**src/rtl/soc2_stall_timer.sv**
```systemverilog
// Loadable stall counter for Avalon masters: counts stalled cycles and raises a
// sticky expired flag once MAX_COUNT stalls have been seen since the last load.
module soc2_stall_timer #(
    parameter int unsigned MAX_COUNT = 255,
    parameter int unsigned CNT_W     = 16
) (
    input  logic clk,
    input  logic rst_n,
    input  logic load_i,
    input  logic inc_i,
    output logic expired_o
);

    logic [CNT_W-1:0] count_q, count_d;
    logic             expired_q, expired_d;

    // Next count: load restarts from zero, increments stop once expired
    always_comb begin
        count_d = count_q;
        if (load_i) begin
            count_d = '0;
        end else if (inc_i && !expired_q) begin
            count_d = count_q + CNT_W'(1);
        end
        expired_d = (count_d == CNT_W'(MAX_COUNT));
    end

    // Counter and flag registers
    always_ff @(posedge clk or negedge rst_n) begin
        if (!rst_n) begin
            count_q   <= '0;
            expired_q <= 1'b0;
        end else begin
            count_q   <= count_d;
            expired_q <= expired_d;
        end
    end

    assign expired_o = expired_q;

endmodule

```
**config.mk**
```make
export PLATFORM = sky130hd
export DESIGN_NAME = soc2_stall_timer
export DESIGN_NICKNAME = d
export VERILOG_FILES = /design/src/rtl/soc2_stall_timer.sv
export SDC_FILE = /design/constraint.sdc
export NUM_CORES = 1
export LEC_CHECK = 0
export ABC_AREA = 1
export BUFFER_PORTS_ARGS = -buffer_cell sky130_fd_sc_hd__buf_2
export CAP_MARGIN = 20
export CORE_MARGIN = 2
export CORE_UTILIZATION = 59
export DETAILED_ROUTE_END_ITERATION = 12
export PLACE_DENSITY = 0.88
export SETUP_SLACK_MARGIN = 0.15
export SLEW_MARGIN = 10
export SYNTH_ARGS = -nofsm -noshare
export SYNTH_HDL_FRONTEND = slang
export SYNTH_SLANG_ARGS = --single-unit
```
**constraint.sdc**
```tcl
create_clock -name clk -period 1.7 [get_ports clk]
set_input_delay 0.51 -clock clk [delete_from_list [all_inputs] [get_ports clk]]
set_output_delay 0.51 -clock clk [all_outputs]
set_load 0.03 [all_outputs]
```
==> results.yml, run 1 <==
run_status:
  status: "completed"
timing:
  finalCritPeriodShare: 0.946
  timing.slew.headroom: 0.745
  fmax_mhz: 622
  rsz0062_at_grt: "true"
  finalClockSkew_ns: 0.000991
  setup_viol_count_final: 0
  drv_slew: 0
  finalHoldViolations: 0
  layout_min_cycle_time_ns: 1.61
  worst_pin_slew_ns: 0.382
  finalSetupTns_ns: 0
clock_network:
  cts_num_sinks: 17
  cts_root_buf: "clkbuf_4"
  cts.clk_slew.worst_paths_ns: 0.10
  h-tree-depth: 1
  clock_latency_ns: 0.30
  postCtsHoldBufs: 0
  clock_path_buffers: 2
  cts_made_buffers: 3
  cts_tree: "built"
finish:
  seqCellArea_um2: 428
  num-fill-cells: 106
  drive_gt1_frac: 0.310
  multi_input_area_um2: 617
  fin_util: 0.770
  fin_nets: 177
  syn2layout_area_growth_pct: 25.1
  antenna_cells: 0
placement:
  portBuffers: 4
  place_congestion: 0.932
  dpl.hpwl_mm: 1.57
detailed_routing:
  wl_mm: 2.59
  drtIter0Drc: 55
  vias: 1043
  dr.pass1.iters: 4
  drcViolationCount: 0
  viasPerCell: 5.32
  wl_per_cell_um: 13.2
  route.antenna.remaining_nets: 0
logic_synthesis:
  yosysWarnings: 0
  seq_area_frac_synth: 0.405
  syn_area_um2: 1050
  synth_seq_cells: 17
  synthTopCellsByArea: "dfrtp_1 40%, nand2_1 14%, nand3_1 11%"
  syn-instance-count: 156
  synth_top_area_share: 0.405
  synth_area_leader_cell: "dfrtp_1"
  synth_fp_nets: 161
  synth_cell_types: 16
  syn_avg_cell_area_um2: 6.74
floorplanning:
  coreArea_um2: 1710
  fp.dieArea_um2: 2130
  die_x_um: 46.2
  die_h_um: 46.2
  rows: 15
  initial_core_util: 0.615
  pin_count: 5
worst_setup_path:
  crit_path_max_fanout: 3
  worstPathRequired_ns: 1.93
  arrival_ns: 1.84
  critPathMostFrequentCell: "nand2_2"
  path_class: "reg2reg"
  crit_path_max_incr_delay_ns: 0.44
  crit_path_end_kind: "flop"
  cp_slowest_cell: "dfrtp_1"
  r2r_setup_slack_ns: 0.09
  cp-start-kind: "flop"
  path_cells: "ha_4 -> nand2_2 -> nor2_4 -> nand2_2 -> nand2_2 -> nand3_2 -> nor2_2 -> nand2_1 -> nor2_1 -> nand2_1 -> nor2_1"
min_path:
  min_path_type: "in2async"
job:
  cap_violations: 0
pwr:
  power.density_nw_per_um2: 548
  power_leakage_nw: 0.664
  peakVddDrop_mv: 0.638
grt:
  grt_pass1_wl_mm: 3.77
  use_met2: 0.397
  grt_max_degree: 18
  track_usage: 0.251
  overflow: 0
  grt.busiest_layer: "met2"
  grt_use_met1: 0.337
  antenna_found_initial: 0
  use_met3: 0.0235
  grt_pass1_vias: 879
cell usage in the layout (no fill, tap or decap):
cell type,netlist,layout
nor2_4,2,6
buf_2,0,4
a21oi_1,2,2
nor2_2,4,4
inv_1,32,30
nand4_1,3,3
buf_4,0,6
o21bai_1,1,1
dfrtp_1,17,15
o21ai_1,0,1
buf_6,0,2
inv_2,1,3
clkinv_2,0,1
nand3_2,1,9
o21ai_0,4,2
ha_4,0,1
nand2_1,38,31
nand2_2,2,9
clkbuf_4,0,3
o21ai_2,0,1
nand3_4,0,2
nor2_1,23,19
nand3_1,24,14
dfrtp_2,0,2
cell families after synthesis:
| family | share of synthesized area |
|---|---|
| compound gates | 0.0357 |
| fa+ha+maj | 0.0119 |
| buf+inv | 0.131 |
| flops | 0.405 |
| simple gates | 0.417 |
metrics by stage:
step                      instances  hold slack, ns  area (um^2)  worst slack [ns]  total power, W
after floorplan                 156           0.214         1050             0.266        0.000446
after global placement          186           0.449         1100             0.106        0.000464
after detailed placement        186           0.454         1100            0.0597        0.000466
after CTS                       194           0.120         1210             0.154        0.000706
after global routing            196           0.141         1320            0.0433        0.000743
final                           196           0.110         1320            0.0922        0.000720
path summary, 6_finish.rpt:
check,endpoint,from,depth (start not counted)
min in group clk,count_q[2],load_i,2
worst max-delay path,expired_o,count_q[1],11
worst min register to register,count_q[4],count_q[4],2
max in group asynchronous,expired_o,rst_n,1
worst max register to register,expired_o,count_q[1],11
worst min-delay path,count_q[1],rst_n,1
sequential cells by signal, summed over array words and instances (netlist names):
| signal | cells |
|---|---|
| count_q | 16 |
| expired_o | 1 |
cell usage after synthesis, drive strengths merged:
cell type / instances
nand2: 40
inv: 33
nor2: 29
nand3: 25
dfrtp: 17
o21ai: 4
nand4: 3
a21oi: 2
clkbuf: 1
ha: 1
o21bai: 1
final cells by class:
| class | count | area share |
|---|---|---|
| Inverter | 33 | 0.0942 |
| Tap cell | 25 | 0.0238 |
| Timing Repair Buffer | 12 | 0.0666 |
| Clock inverter | 1 | 0.00381 |
| Sequential cell | 17 | 0.325 |
| Clock buffer | 3 | 0.0171 |
| Multi-Input combinational cell | 105 | 0.469 |
repair_timing:
| action | CTS | global route |
|---|---|---|
| pin swaps | 9 | 20 |
| setup buffers | 4 | 2 |
| setup endpoints to repair | 1 | 2 |
| cloned | 0 | 0 |
| gates resized for setup | 12 | 26 |
power by group:
group | internal (W) | switching, W
Sequential | 0.000409 | 0.00000711
Clock | 0.0000878 | 0.000139
Combinational | 0.0000300 | 0.0000474
layer usage:
layer	part of all wire	up-vias
li1	-	504
met1	0.42	476
met2	0.49	53
met3	0.058	10
met4	0.026	0
met5	0	-
critical path, delay by kind of cell, from the launching register on:
| kind | cells | cell delay [ns] |
|---|---|---|
| flip-flops | 1 | 0.44 |
| adder cells (fa/ha/maj) | 1 | 0.20 |
| AND/OR/NAND/NOR | 10 | 0.91 |
No activity file was read; power rests on OpenSTA's default activity.
==> run 2, diff against run 1 <==
--- a/config.mk
+++ b/config.mk
@@ -12,6 +12,7 @@
 export CORE_UTILIZATION = 59
 export DETAILED_ROUTE_END_ITERATION = 12
 export PLACE_DENSITY = 0.88
+export REMOVE_ABC_BUFFERS = 1
 export SETUP_SLACK_MARGIN = 0.15
 export SLEW_MARGIN = 10
 export SYNTH_ARGS = -nofsm -noshare
==> run 2 against run 1 <==
Sequential power barely moved; worst setup slack improved by 0.068 ns; die area did not move; via count fell by 3.6%; non-clock buffer count fell by 2; combinational power fell by 23%.
==> results.yml, run 2 (synthesis gave the netlist of run 1 again) <==
floorplanning:
  pin_count: 5
  rows: 15
  die_x_um: 46.2
  fp.dieArea_um2: 2130
  coreArea_um2: 1710
  initial_core_util: 0.615
  die_h_um: 46.2
worst_setup_path:
  worstReg2RegStart: "count_q[0]"
  crit_path_end_kind: "flop"
  cp-start-kind: "flop"
  r2r_setup_slack_ns: 0.16
  crit_path_max_fanout: 7
  worstPathRequired_ns: 1.91
  crit_start: "count_q[0]"
  critical_path.reg2reg.endpoint: "expired_o"
  path_class: "reg2reg"
  worst_r2r_path_depth: 11
  arrival_ns: 1.75
  crit_end: "expired_o"
finish:
  largest_register_ffs: 16
  final_cell_mix: "36 x nand2_1, 32 x inv_1, 21 x nor2_1"
  num-fill-cells: 136
  seqCellArea_um2: 427
  regMostFlops: "count_q"
  syn2layout_area_growth_pct: 16.3
  drive_gt1_frac: 0.207
  multi_input_area_um2: 546
  layout_commonest_cell: "nand2_1"
  fin_util: 0.716
  antenna_cells: 0
  design_area_um2: 1220
  fin_nets: 175
clock_network:
  cts_tree: "built"
  cts_num_sinks: 17
  cts.clk_slew.worst_paths_ns: 0.10
  cts_made_buffers: 3
  cts_root_buf: "clkbuf_4"
  clock_latency_ns: 0.28
  h-tree-depth: 1
  clock_path_buffers: 2
placement:
  portBuffers: 4
  place_congestion: 0.959
  placed_area_um2: 1100
  dpl.hpwl_mm: 1.69
grt:
  track_usage: 0.240
  antenna_found_initial: 0
  grt_pass1_vias: 899
  overflow: 0
  grt_pass1_wl_mm: 3.71
  grt_max_degree: 18
pwr:
  power.density_nw_per_um2: 561
  total_power_w: 0.000685
  power_leakage_nw: 0.650
  peakVddDrop_mv: 0.323
detailed_routing:
  dr.pass1.iters: 4
  wl_per_cell_um: 11.6
  drcViolationCount: 0
  viasPerCell: 5.18
  route.antenna.remaining_nets: 0
  wl_mm: 2.25
  drtIter0Drc: 27
  vias: 1005
timing:
  finalHoldViolations: 0
  drv_slew: 0
  rsz0062_at_grt: "true"
  timing.slew.headroom: 0.757
  finalClockSkew_ns: 0.00636
  setup_viol_count_final: 0
  finalCritPeriodShare: 0.906
  layout_min_cycle_time_ns: 1.54
  fin_hold_ws_ns: 0.124
  fmax_mhz: 649
  finalSetupTns_ns: 0
  worst_pin_slew_ns: 0.365
job:
  cap_violations: 0
run_status:
  status: "completed"
min_path:
  min_path_type: "in2async"
[run 2: cell count changes in the layout (fill, tap and decap cells not counted), sizes merged]
cell / delta
buf: -2
clkinv: -1
clkbuf: +1
[run 2: final cells by class]
type	instances	area share
Tap cell	25	0.0256
Inverter	33	0.101
Sequential cell	17	0.349
Clock buffer	4	0.0215
Multi-Input combinational cell	105	0.446
Timing Repair Buffer	10	0.0563
[run 2: how the worst min path moves through the flow]
| stage | from | endpoint | slack, ns | depth (start not counted) |
|---|---|---|---|---|
| 6_report | rst_n | count_q[1] | 0.12 | 1 |
| 2_1_floorplan | rst_n | count_q[0] | 0.21 | 0 |
| 4_1_cts | rst_n | count_q[4] | 0.14 | 1 |
| 3_3_place_gp | rst_n | count_q[2] | 0.45 | 1 |
| 5_1_grt | rst_n | count_q[4] | 0.14 | 1 |
| 3_5_place_dp | rst_n | count_q[2] | 0.45 | 1 |
[run 2: power breakdown]
group	switching, W	internal [W]
registers	0.00000701	0.000409
logic	0.0000355	0.0000239
clock network	0.000120	0.0000908
total	0.000162	0.000523
[run 2: worst max-delay path: stages, from the launching register on]
cell,delay (ns)
dfrtp_1,0.44
buf_6,0.12
inv_1,0.04
nor2_2,0.11
nand2_2,0.09
nor2_4,0.20
nand4_1,0.13
nand3_2,0.10
nand2_1,0.05
inv_1,0.06
nand2_1,0.05
nor2_1,0.09
[run 2: stage by stage]
step | setup slack (ns) | cells
final | 0.160 | 194
after global routing | 0.0156 | 194
after CTS | 0.159 | 193
after detailed placement | 0.0287 | 186
after global placement | 0.0961 | 186
after floorplan | 0.255 | 155
[run 2: metal layers]
layer  GRT usage  vias up  routed length (um)
li1            -      505                   -
met1       0.319      465                 960
met2       0.392       33                1150
met3      0.0471        2                 124
met4      0.0743        0                  17
met5           0        -                   0
[run 2: repair_timing]
item	4_1_cts	5_1_grt
setup endpoints to repair	1	1
gates resized for setup	3	12
hold buffers	0	0
setup buffers	3	1
pin swaps	1	6
==> run 3, diff against run 2 <==
--- a/config.mk
+++ b/config.mk
@@ -8,10 +8,11 @@
 export ABC_AREA = 1
 export BUFFER_PORTS_ARGS = -buffer_cell sky130_fd_sc_hd__buf_2
 export CAP_MARGIN = 20
+export CORE_ASPECT_RATIO = 0.6
 export CORE_MARGIN = 2
-export CORE_UTILIZATION = 59
+export CORE_UTILIZATION = 24
 export DETAILED_ROUTE_END_ITERATION = 12
-export PLACE_DENSITY = 0.88
+export PLACE_DENSITY = 0.49
 export REMOVE_ABC_BUFFERS = 1
 export SETUP_SLACK_MARGIN = 0.15
 export SLEW_MARGIN = 10
==> constraint.sdc (replaced) <==
create_clock -name clk -period 1.7 [get_ports clk]
set_input_delay 0.51 -clock clk [delete_from_list [all_inputs] [get_ports clk]]
set_output_delay 0.51 -clock clk [all_outputs]
set_load 0.05 [all_outputs]
==> run 3 against run 2 <==
Total power up 18%; largest power group unchanged; largest cell class unchanged; worst setup slack worse by 0.0067 ns; non-clock buffer count up 8; first-iteration DRC count rose to 3.5 times the previous value; critical endpoint unchanged; final cell count up 22%.
==> results.yml, run 3 (synthesis gave the netlist of run 1 again) <==
run_status:
  status: "completed"
finish:
  final_cell_mix: "37 x nand2_1, 32 x inv_1, 20 x nor2_1"
  fin_nets: 183
  antenna_cells: 0
  syn2layout_area_growth_pct: 32.5
  layout_commonest_cell: "nand2_1"
  regMostFlops: "count_q"
  design_area_um2: 1390
  num-fill-cells: 440
  fin_util: 0.334
  largest_register_ffs: 16
  drive_gt1_frac: 0.249
worst_setup_path:
  crit_path_end_kind: "flop"
  cp-start-kind: "flop"
  worst_r2r_path_depth: 10
  critical_path.reg2reg.endpoint: "expired_o"
  r2r_setup_slack_ns: 0.15
  crit_path_max_fanout: 7
  cp_slowest_cell: "dfrtp_1"
  arrival_ns: 1.74
  path_class: "reg2reg"
  crit_start: "expired_o"
  worstReg2RegStart: "expired_o"
  worstPathRequired_ns: 1.89
  path_cells: "buf_6 -> nor2_4 -> nand3_2 -> nor2_4 -> nand4_1 -> nand3_1 -> nand2_1 -> inv_1 -> nand2_1 -> nor2_1"
  crit_path_max_incr_delay_ns: 0.40
floorplanning:
  coreArea_um2: 4170
  fp.dieArea_um2: 4940
  initial_core_util: 0.252
  die_x_um: 89.4
  pin_count: 5
  rows: 18
  die_h_um: 55.3
timing:
  finalClockSkew_ns: 0.00249
  finalHoldViolations: 0
  fin_hold_ws_ns: 0.176
  rsz0062_at_grt: "true"
  layout_min_cycle_time_ns: 1.55
  timing.slew.headroom: 0.724
  finalCritPeriodShare: 0.910
  setup_viol_count_final: 0
  worst_pin_slew_ns: 0.414
  fmax_mhz: 646
  drv_slew: 0
  finalSetupTns_ns: 0
clock_network:
  h-tree-depth: 1
  cts_tree: "built"
  clock_latency_ns: 0.26
  cts_made_buffers: 3
  cts.clk_slew.worst_paths_ns: 0.07
  cts_num_sinks: 17
  postCtsHoldBufs: 0
  cts_root_buf: "clkbuf_8"
  clock_path_buffers: 2
pwr:
  power_leakage_nw: 0.702
  total_power_w: 0.000806
  power.density_nw_per_um2: 579
  peakVddDrop_mv: 0.187
detailed_routing:
  wl_per_cell_um: 11.3
  vias: 959
  wl_mm: 2.67
  viasPerCell: 4.05
  route.antenna.remaining_nets: 0
  drtIter0Drc: 95
  drcViolationCount: 0
  dr.pass1.iters: 4
grt:
  grt_max_degree: 18
  grt_pass1_wl_mm: 4.40
  track_usage: 0.121
  antenna_found_initial: 0
  overflow: 0
  grt_pass1_vias: 851
placement:
  place_congestion: 0.824
  placed_area_um2: 1220
  portBuffers: 4
  dpl.hpwl_mm: 2.03
job:
  cap_violations: 0
min_path:
  min_path_type: "in2async"
==> run 3: cell type report <==
type | count | area [um^2] | share of cell area
Multi-Input combinational cell | 105 | 571 | 0.410
Sequential cell | 17 | 425 | 0.305
Inverter | 33 | 124 | 0.0889
Tap cell | 60 | 75.1 | 0.0539
Clock buffer | 4 | 45.0 | 0.0323
Timing Repair Buffer | 18 | 153 | 0.110
==> run 3: where the power goes <==
group	internal (W)	switching (W)	leakage, nW
clock network	0.000167	0.000149	0.0228
logic	0.0000318	0.0000439	0.443
registers	0.000409	0.00000607	0.235
total	0.000607	0.000199	0.702
==> run 3: worst max path at each step <==
stage,endpoint,slack (ns)
after floorplan,expired_o,0.13
after global placement,expired_o,-0.002
after detailed placement,expired_o,-0.01
after CTS,expired_o,0.13
after global routing,expired_o,0.02
final,expired_o,0.15
==> run 3: through the flow <==
stage	cells	worst slack, ns
floorplan	155	0.126
global placement	229	-0.00172
global route	237	0.0233
detailed placement	229	-0.0103
finish	237	0.153
CTS	235	0.134
==> run 3: critical path, delay by kind of cell, from the launching register on <==
family	cells	cell delay [ns]
flip-flops	1	0.40
AND/OR/NAND/NOR	8	0.89
buffers and inverters	2	0.19
==> run 3: routing by layer <==
metal | vias to the layer above | GRT usage | part of all wire
met1 | 424 | 0.218 | 0.62
met4 | 0 | 0.0256 | 0.0052
li1 | 519 | - | -
met3 | 2 | 0.0448 | 0.038
met5 | - | 0 | 0
met2 | 14 | 0.124 | 0.34
==> run 3: timing repair <==
| action | 4_1_cts | 5_1_grt |
|---|---|---|
| gates resized for setup | 3 | 19 |
| buffers inserted | 2 | 2 |
| pin swaps | 4 | 15 |
| setup endpoints to repair | 1 | 1 |
